[src/rtl/cla_rr_arbiter.sv]
// cla_rr_arbiter: one shared N-bit carry-lookahead adder, fed by a
// round-robin arbiter over NREQ requesters, result held in a one-entry slot.
//
// Handshakes: a transfer happens on a rising clk edge where valid and ready
// are both high. The requester holds valid and operands stable until ready.
// A requester may drop valid before it is granted. The consumer sees
// res_valid/res_data/res_id stable until it raises res_ready.

// CLA_generate: parallel-prefix (Kogge-Stone) carry lookahead adder.
module CLA_generate #(
  parameter int N = 50
) (
  input  logic [N-1:0] a_i,
  input  logic [N-1:0] b_i,
  input  logic         cin_i,
  output logic [N-1:0] sum_o,
  output logic         cout_o
);

  localparam int LVLS = (N > 1) ? $clog2(N) : 1;

  logic [N-1:0] prop0;
  logic [N-1:0] gen_c;
  logic [N-1:0] prop_c;
  logic [N-1:0] gen_n;
  logic [N-1:0] prop_n;
  logic [N:0]   carry;

  // Prefix tree: after LVLS levels gen_c[i]/prop_c[i] cover bits [i:0]
  always_comb begin
    prop0  = a_i ^ b_i;
    gen_c  = a_i & b_i;
    prop_c = prop0;
    gen_n  = '0;
    prop_n = '0;
    carry  = '0;
    for (int k = 0; k < LVLS; k++) begin
      gen_n  = gen_c;
      prop_n = prop_c;
      for (int i = 0; i < N; i++) begin
        if (i >= (1 << k)) begin
          gen_n[i]  = gen_c[i] | (prop_c[i] & gen_c[i - (1 << k)]);
          prop_n[i] = prop_c[i] & prop_c[i - (1 << k)];
        end
      end
      gen_c  = gen_n;
      prop_c = prop_n;
    end
    carry[0] = cin_i;
    for (int i = 0; i < N; i++) begin
      carry[i+1] = gen_c[i] | (prop_c[i] & cin_i);
    end
  end

  assign sum_o  = prop0 ^ carry[N-1:0];
  assign cout_o = carry[N];

endmodule

module cla_rr_arbiter #(
  parameter int N    = 50,
  parameter int NREQ = 4,
  parameter int IDW  = 2
) (
  input  logic              clk,
  input  logic              reset_n,
  input  logic [NREQ-1:0]   req_valid,
  input  logic [NREQ*N-1:0] req_a,
  input  logic [NREQ*N-1:0] req_b,
  output logic [NREQ-1:0]   req_ready,
  output logic              res_valid,
  input  logic              res_ready,
  output logic [N:0]        res_data,
  output logic [IDW-1:0]    res_id,
  output logic              busy,
  output logic              dbg_state_o,
  output logic [IDW-1:0]    dbg_rr_ptr_o
);

  typedef enum logic {SLOT_EMPTY = 1'b0, SLOT_FULL = 1'b1} slot_state_e;

  slot_state_e    state_q, state_d;
  logic [N:0]     res_data_q, res_data_d;
  logic [IDW-1:0] res_id_q, res_id_d;
  logic [IDW-1:0] rr_ptr_q, rr_ptr_d;

  logic           slot_free;
  logic           grant_found;
  logic [IDW-1:0] grant_idx;
  logic [IDW-1:0] scan_idx;
  logic           req_hs;
  logic [N-1:0]   op_a;
  logic [N-1:0]   op_b;
  logic [N-1:0]   add_sum;
  logic           add_cout;

  assign slot_free = (state_q == SLOT_EMPTY) || res_ready;

  // Round-robin search: first pending request at or above rr_ptr, wrapping
  always_comb begin
    grant_found = 1'b0;
    grant_idx   = '0;
    scan_idx    = '0;
    for (int k = 0; k < NREQ; k++) begin
      scan_idx = rr_ptr_q + IDW'(k);
      if (!grant_found && req_valid[scan_idx]) begin
        grant_found = 1'b1;
        grant_idx   = scan_idx;
      end
    end
  end

  assign req_hs    = slot_free && grant_found;
  assign req_ready = req_hs ? (NREQ'(1) << grant_idx) : '0;

  assign op_a = req_a[grant_idx*N +: N];
  assign op_b = req_b[grant_idx*N +: N];

  CLA_generate #(.N(N)) u_cla (
    .a_i    (op_a),
    .b_i    (op_b),
    .cin_i  (1'b0),
    .sum_o  (add_sum),
    .cout_o (add_cout)
  );

  // Slot FSM next state plus result/pointer loads on a request handshake
  always_comb begin
    state_d    = state_q;
    res_data_d = res_data_q;
    res_id_d   = res_id_q;
    rr_ptr_d   = rr_ptr_q;
    case (state_q)
      SLOT_EMPTY: if (req_hs) state_d = SLOT_FULL;
      SLOT_FULL:  if (res_ready && !req_hs) state_d = SLOT_EMPTY;
      default:    state_d = SLOT_EMPTY;
    endcase
    if (req_hs) begin
      res_data_d = {add_cout, add_sum};
      res_id_d   = grant_idx;
      rr_ptr_d   = grant_idx + IDW'(1);
    end
  end

  // State and result registers; reset drops any held result immediately
  always_ff @(posedge clk or negedge reset_n) begin
    if (!reset_n) begin
      state_q    <= SLOT_EMPTY;
      res_data_q <= '0;
      res_id_q   <= '0;
      rr_ptr_q   <= '0;
    end else begin
      state_q    <= state_d;
      res_data_q <= res_data_d;
      res_id_q   <= res_id_d;
      rr_ptr_q   <= rr_ptr_d;
    end
  end

  assign res_valid    = (state_q == SLOT_FULL);
  assign res_data     = res_data_q;
  assign res_id       = res_id_q;
  assign busy         = res_valid || (|req_valid);
  assign dbg_state_o  = (state_q == SLOT_FULL);
  assign dbg_rr_ptr_o = rr_ptr_q;

endmodule

[config.mk]
export PLATFORM = sky130hd
export DESIGN_NAME = cla_rr_arbiter
export DESIGN_NICKNAME = d
export VERILOG_FILES = /design/src/rtl/cla_rr_arbiter.sv
export SDC_FILE = /design/constraint.sdc
export NUM_CORES = 1
export LEC_CHECK = 0
export ABC_AREA = 1
export CAP_MARGIN = 20
export CORE_AREA = 3 3 180 182
export CTS_BUF_LIST = sky130_fd_sc_hd__clkbuf_4 sky130_fd_sc_hd__clkbuf_8
export DETAILED_ROUTE_END_ITERATION = 10
export DIE_AREA = 0 0 183 185
export PLACE_DENSITY = 0.71
export SLEW_MARGIN = 20
export SYNTH_ARGS = -nofsm -noshare
export SYNTH_HDL_FRONTEND = slang
export SYNTH_HIERARCHICAL = 1
export SYNTH_SLANG_ARGS = --single-unit
[constraint.sdc]
create_clock -name clk -period 7.4 [get_ports clk]
set_input_delay 1.85 -clock clk [delete_from_list [all_inputs] [get_ports clk]]
set_output_delay 1.85 -clock clk [all_outputs]
set_load 0.005 [all_outputs]
* After elaboration in Yosys (flattened, before gate mapping)
Cells that the tools add are included.
** Word-level totals
- Word-level logic and storage cells :: 714
- Flip-flop bits (word level) :: 56
- Input bits :: 407
** Operators by class
- Bitwise logic cells :: 666
- Reductions and logical operators :: 12
- Shift operators :: 3
- $mul :: 1
- Muxes and demuxes :: 20
- Add/sub/neg operators :: 4
- Magnitude comparators :: 4
** Operators with widths (number)
- $and A1 B1 Y1 :: 425
- $shiftx A200 B9 Y50 :: 2
- $or A1 B1 Y1 :: 237
- $xor A50 B50 Y50 :: 2
- $and A50 B50 Y50 :: 1
- $lt A2 B3 Y1 const B :: 4
- $mux W1 :: 10
- $bmux W1 S2 :: 4
- $mux W2 :: 4
- $mul A2 B5 Y7 const B :: 1
- $logic_and A1 B1 Y1 :: 5
- $add A2 B1 Y2 const B :: 2
- $add A2 B2 Y2 const B :: 2
- $logic_not A1 Y1 :: 4
- $mux W4 :: 1
- $reduce_or A4 Y1 :: 1
- $shl A1 B2 Y4 const A :: 1
- $logic_or A1 B1 Y1 :: 2
- $pmux W1 S2 :: 1
- $not A1 Y1 :: 1

* Logic depth before layout (Yosys ltp)
- Depth in word-level cells :: 27
- Depth in mapped cells :: 32
- Gate-level depth less buffers :: 29

* By module
Netlist, hierarchy kept.
** By module, submodules not included
- cla_rr_arbiter :: cells an instance 1306, instances 1, sequential area each 1401.3 sq um, area an instance 6794.0 sq um
- CLA_generate :: cells an instance 893, instances 1, sequential area each 0.0 sq um, area an instance 4421.7 sq um

* Least setup slack after synthesis
No wires, ideal clock.
- Path type :: in2out
- From :: input req_valid[1]
- To :: output req_ready[1]
- Cell stages on the path :: 12
- Path slack :: 2.617 ns
- Buffers on the path :: 2
- Arrival :: 2.933 ns
- Cell sequence :: inv_1 nand2_1 nand3_1 nand2_1 nand2_2 nand2_1 nand2_2 nand3_2 buf_6 buf_6 nand3b_1 inv_1
** On the way
- Cells in the longest elaborated chain, start to end :: 14
- Elaborated cells between the ends (all ways) :: 25
** RTL lines
- from (decl) :: RTL line 67 : input logic [NREQ-1:0] req_valid,
- $bmux W1 S2 :: RTL line 106 : if (!grant_found && req_valid[scan_idx]) begin
- $mux W1 (not written as such) :: RTL line 106
- $mux W1 :: RTL line 106
- $logic_not A1 Y1 :: RTL line 106
- $logic_and A1 B1 Y1 :: RTL line 106
- $mux W1 :: RTL line 106
- $logic_not A1 Y1 :: RTL line 106
- $logic_and A1 B1 Y1 :: RTL line 106
- $mux W1 :: RTL line 106
- $logic_not A1 Y1 :: RTL line 106
- $logic_and A1 B1 Y1 :: RTL line 106
- $mux W2 or $mux W1 (tied branches) :: RTL line 106
- $shl A1 B2 Y4 or $logic_and A1 B1 Y1 (tied branches) :: RTL line 114, 113
- $mux W4 * :: RTL line 114 : assign req_ready = req_hs ? (NREQ'(1) << grant_idx) : '0;
- to (decl) :: RTL line 70 : output logic [NREQ-1:0] req_ready,
Every way passes the cells marked *; elsewhere a longest branch is shown, timed or not. The select of a mux whose other input is x is not followed.

* Worst setup path in the final report
- From :: input req_valid[3]
- To :: output req_ready[1]
Same word-level chain as after synthesis.

==> reports/results.tsv <==
metric	value	unit
status	finished, final reports clean	
dpl.hpwl	46290	µm
max-slew-margin-rel	0.3520	
cts_tree	yes	
nets	3026	
grt_first_pass_wirelength	83950	µm
clockBufferDepth	2	
cts_sinks	56	
wire_per_inst	19.02	µm
fin_crit	6290	ps
cts-resized-gates	0	
crit_path_end	req_ready[1]	
hold_viol	0	
rr_endpoint	res_data[19]	
drt_iter0_markers	1264	
path_class	in2out	
globalRouteOverflowTotal	0	
period_share	0.8500	
synth_cell_type_count	41	
drive_above_1_share	0.04204	
synthArstFlopShare	1.000	
crit_required	5550	ps
maxSlewViolCount	0	
core	0.03075	mm²
synth_edf_count	0	
ys_seq_area_frac	0.1249	
skew	15.35	ps
hp-class	reg2reg	
arrival	4440	ps
start_kind	input pin	
hold_buffers	0	
rsz0062_at_grt	false	
via_per_inst	5.198	
setup_viol	0	
cts_root_buf	clkbuf_8	
ant_nets	0	
drt_first_pass_iters	6	
syn_inst	2199	
critPathLaunch	req_valid[3]	
r2r_cells	24	
fp-row-count	64	
rr_startpoint	dbg_rr_ptr_o[0]	
fin_util	0.5243	
ys_ff_latch	56	
gp_congestion	1.022	
syn_avg_cell_area	5.100	µm²
synthesis.area	0.01122	mm²
port_buffers	468	
fmax	159.0	MHz
fillers	3218	
num_vias	15420	
cts_setup_buffers	0	
start_util	0.3647	
die_w	183	µm
antenna_found_initial	2	
wl	56440	µm
htree_levels	2	
ioPinCount	469	
gr-usage-all-layers	0.3181	
drc	0	
grt_pass1_vias	14390	
worst_pin_slew	972.0	ps
area_growth_syn_to_layout	43.75	%
synth_ff_type	dfrtp_1	
reg2reg_slack	2700	ps
numCtsBuffers	5	
grt_max_degree	202	
die_h	185	µm
cap_violations	0	
clk_pin_slew	110	ps
cp_max_fo	62	
die-area	0.03386	mm²
insertion_delay	340	ps
crit_path_end_kind	output port	
setup_tns	0	ps
yosys_warnings	6	
cells in the final DEF (no fill, tap or decap), types with 7 or more instances in the layout:
cell,count
dfrtp_1,56
xor2_1,26
inv_2,11
buf_12,7
ha_1,50
nand4_1,207
a21oi_1,43
inv_1,203
nor2_2,17
nand2_1,1239
o21ai_0,7
nand2_2,34
nor3_1,9
clkdlybuf4s50_1,467
o21bai_1,7
nor2_1,75
nand3_1,44
per-layer routing:
metal / track usage / wire [µm] / vias up
li1: - / - / 7649
met1: 0.4263 / 24140 / 7023
met2: 0.5326 / 26230 / 657
met3: 0.04046 / 3977 / 94
met4: 0.1033 / 2096 / 0
met5: 0 / 0 / -
worst max-delay path: stages:
cell,delay [ps]
clkdlybuf4s50_1,460
inv_1,70
nand2_1,80
nand2_1,70
nand2_1,70
nand2_1,100
nand2_2,110
nand2_1,130
nand2_8,340
nand3_4,330
nand3b_1,280
inv_1,60
clkdlybuf4s50_1,490
layout make-up:
cell class	instances	area (µm²)	area share
multi-input cells	1808	8447	0.5239
clock inverters	3	26.28	0.001630
clock buffers	5	68.82	0.004268
repair buffers	481	4865	0.3017
diodes	2	5.005	0.0003104
inverters	216	814.5	0.05052
well taps	396	495.5	0.03073
flip-flops and latches	56	1401	0.08692
sequential cells by signal (all words and copies together) (netlist names):
| register | count |
|---|---|
| res_data | 51 |
| dbg_rr_ptr_o | 2 |
| res_id | 2 |
| dbg_state_o | 1 |
cell usage after synthesis, drive strengths merged (9+ instances only):
cell | instances | area share
nand4 | 208 | 0.12
ha | 50 | 0.056
o21ai | 9 | 0.0040
buf | 92 | 0.044
dfrtp | 56 | 0.12
nand3 | 50 | 0.025
clkbuf | 31 | 0.010
inv | 216 | 0.073
nand2 | 1275 | 0.44
nor2 | 98 | 0.040
nor3 | 12 | 0.0067
xor2 | 26 | 0.020
a21oi | 43 | 0.019
cell families after synthesis:
logic type / Yosys count / synth area share
xor+xnor: 31 / 0.02421
other cells: 1 / 0.0003344
simple gates: 1653 / 0.6321
flops: 56 / 0.1249
compound gates: 68 / 0.03358
buf+inv: 339 / 0.1273
fa+ha+maj: 51 / 0.05756
how the worst min path moves through the flow:
stage                       startpoint            to  slack (ps)  depth (start not counted)
after floorplan           res_data[30]  res_data[30]         470                          2
after global placement    res_data[48]  res_data[48]         460                          2
after detailed placement  res_data[22]  res_data[22]         470                          2
after CTS                 res_data[40]  res_data[40]         500                          2
after global routing      res_data[22]  res_data[22]         510                          2
final                     res_data[49]  res_data[49]         490                          2
stage by stage:
stage	instances	hold WS [ps]	setup WS [ps]	cell area, µm²
3_3_place_gp	2957	462.0	1174	16020
2_1_floorplan	2203	472.4	2617	11230
4_1_cts	2965	495.8	1127	16120
3_5_place_dp	2957	468.0	1134	16020
6_report	2967	487.8	1110	16120
5_1_grt	2967	513.6	902.8	16120
Power is not shown: default switching activity piles up to over one toggle a cycle in this logic, so the estimate is an artifact.
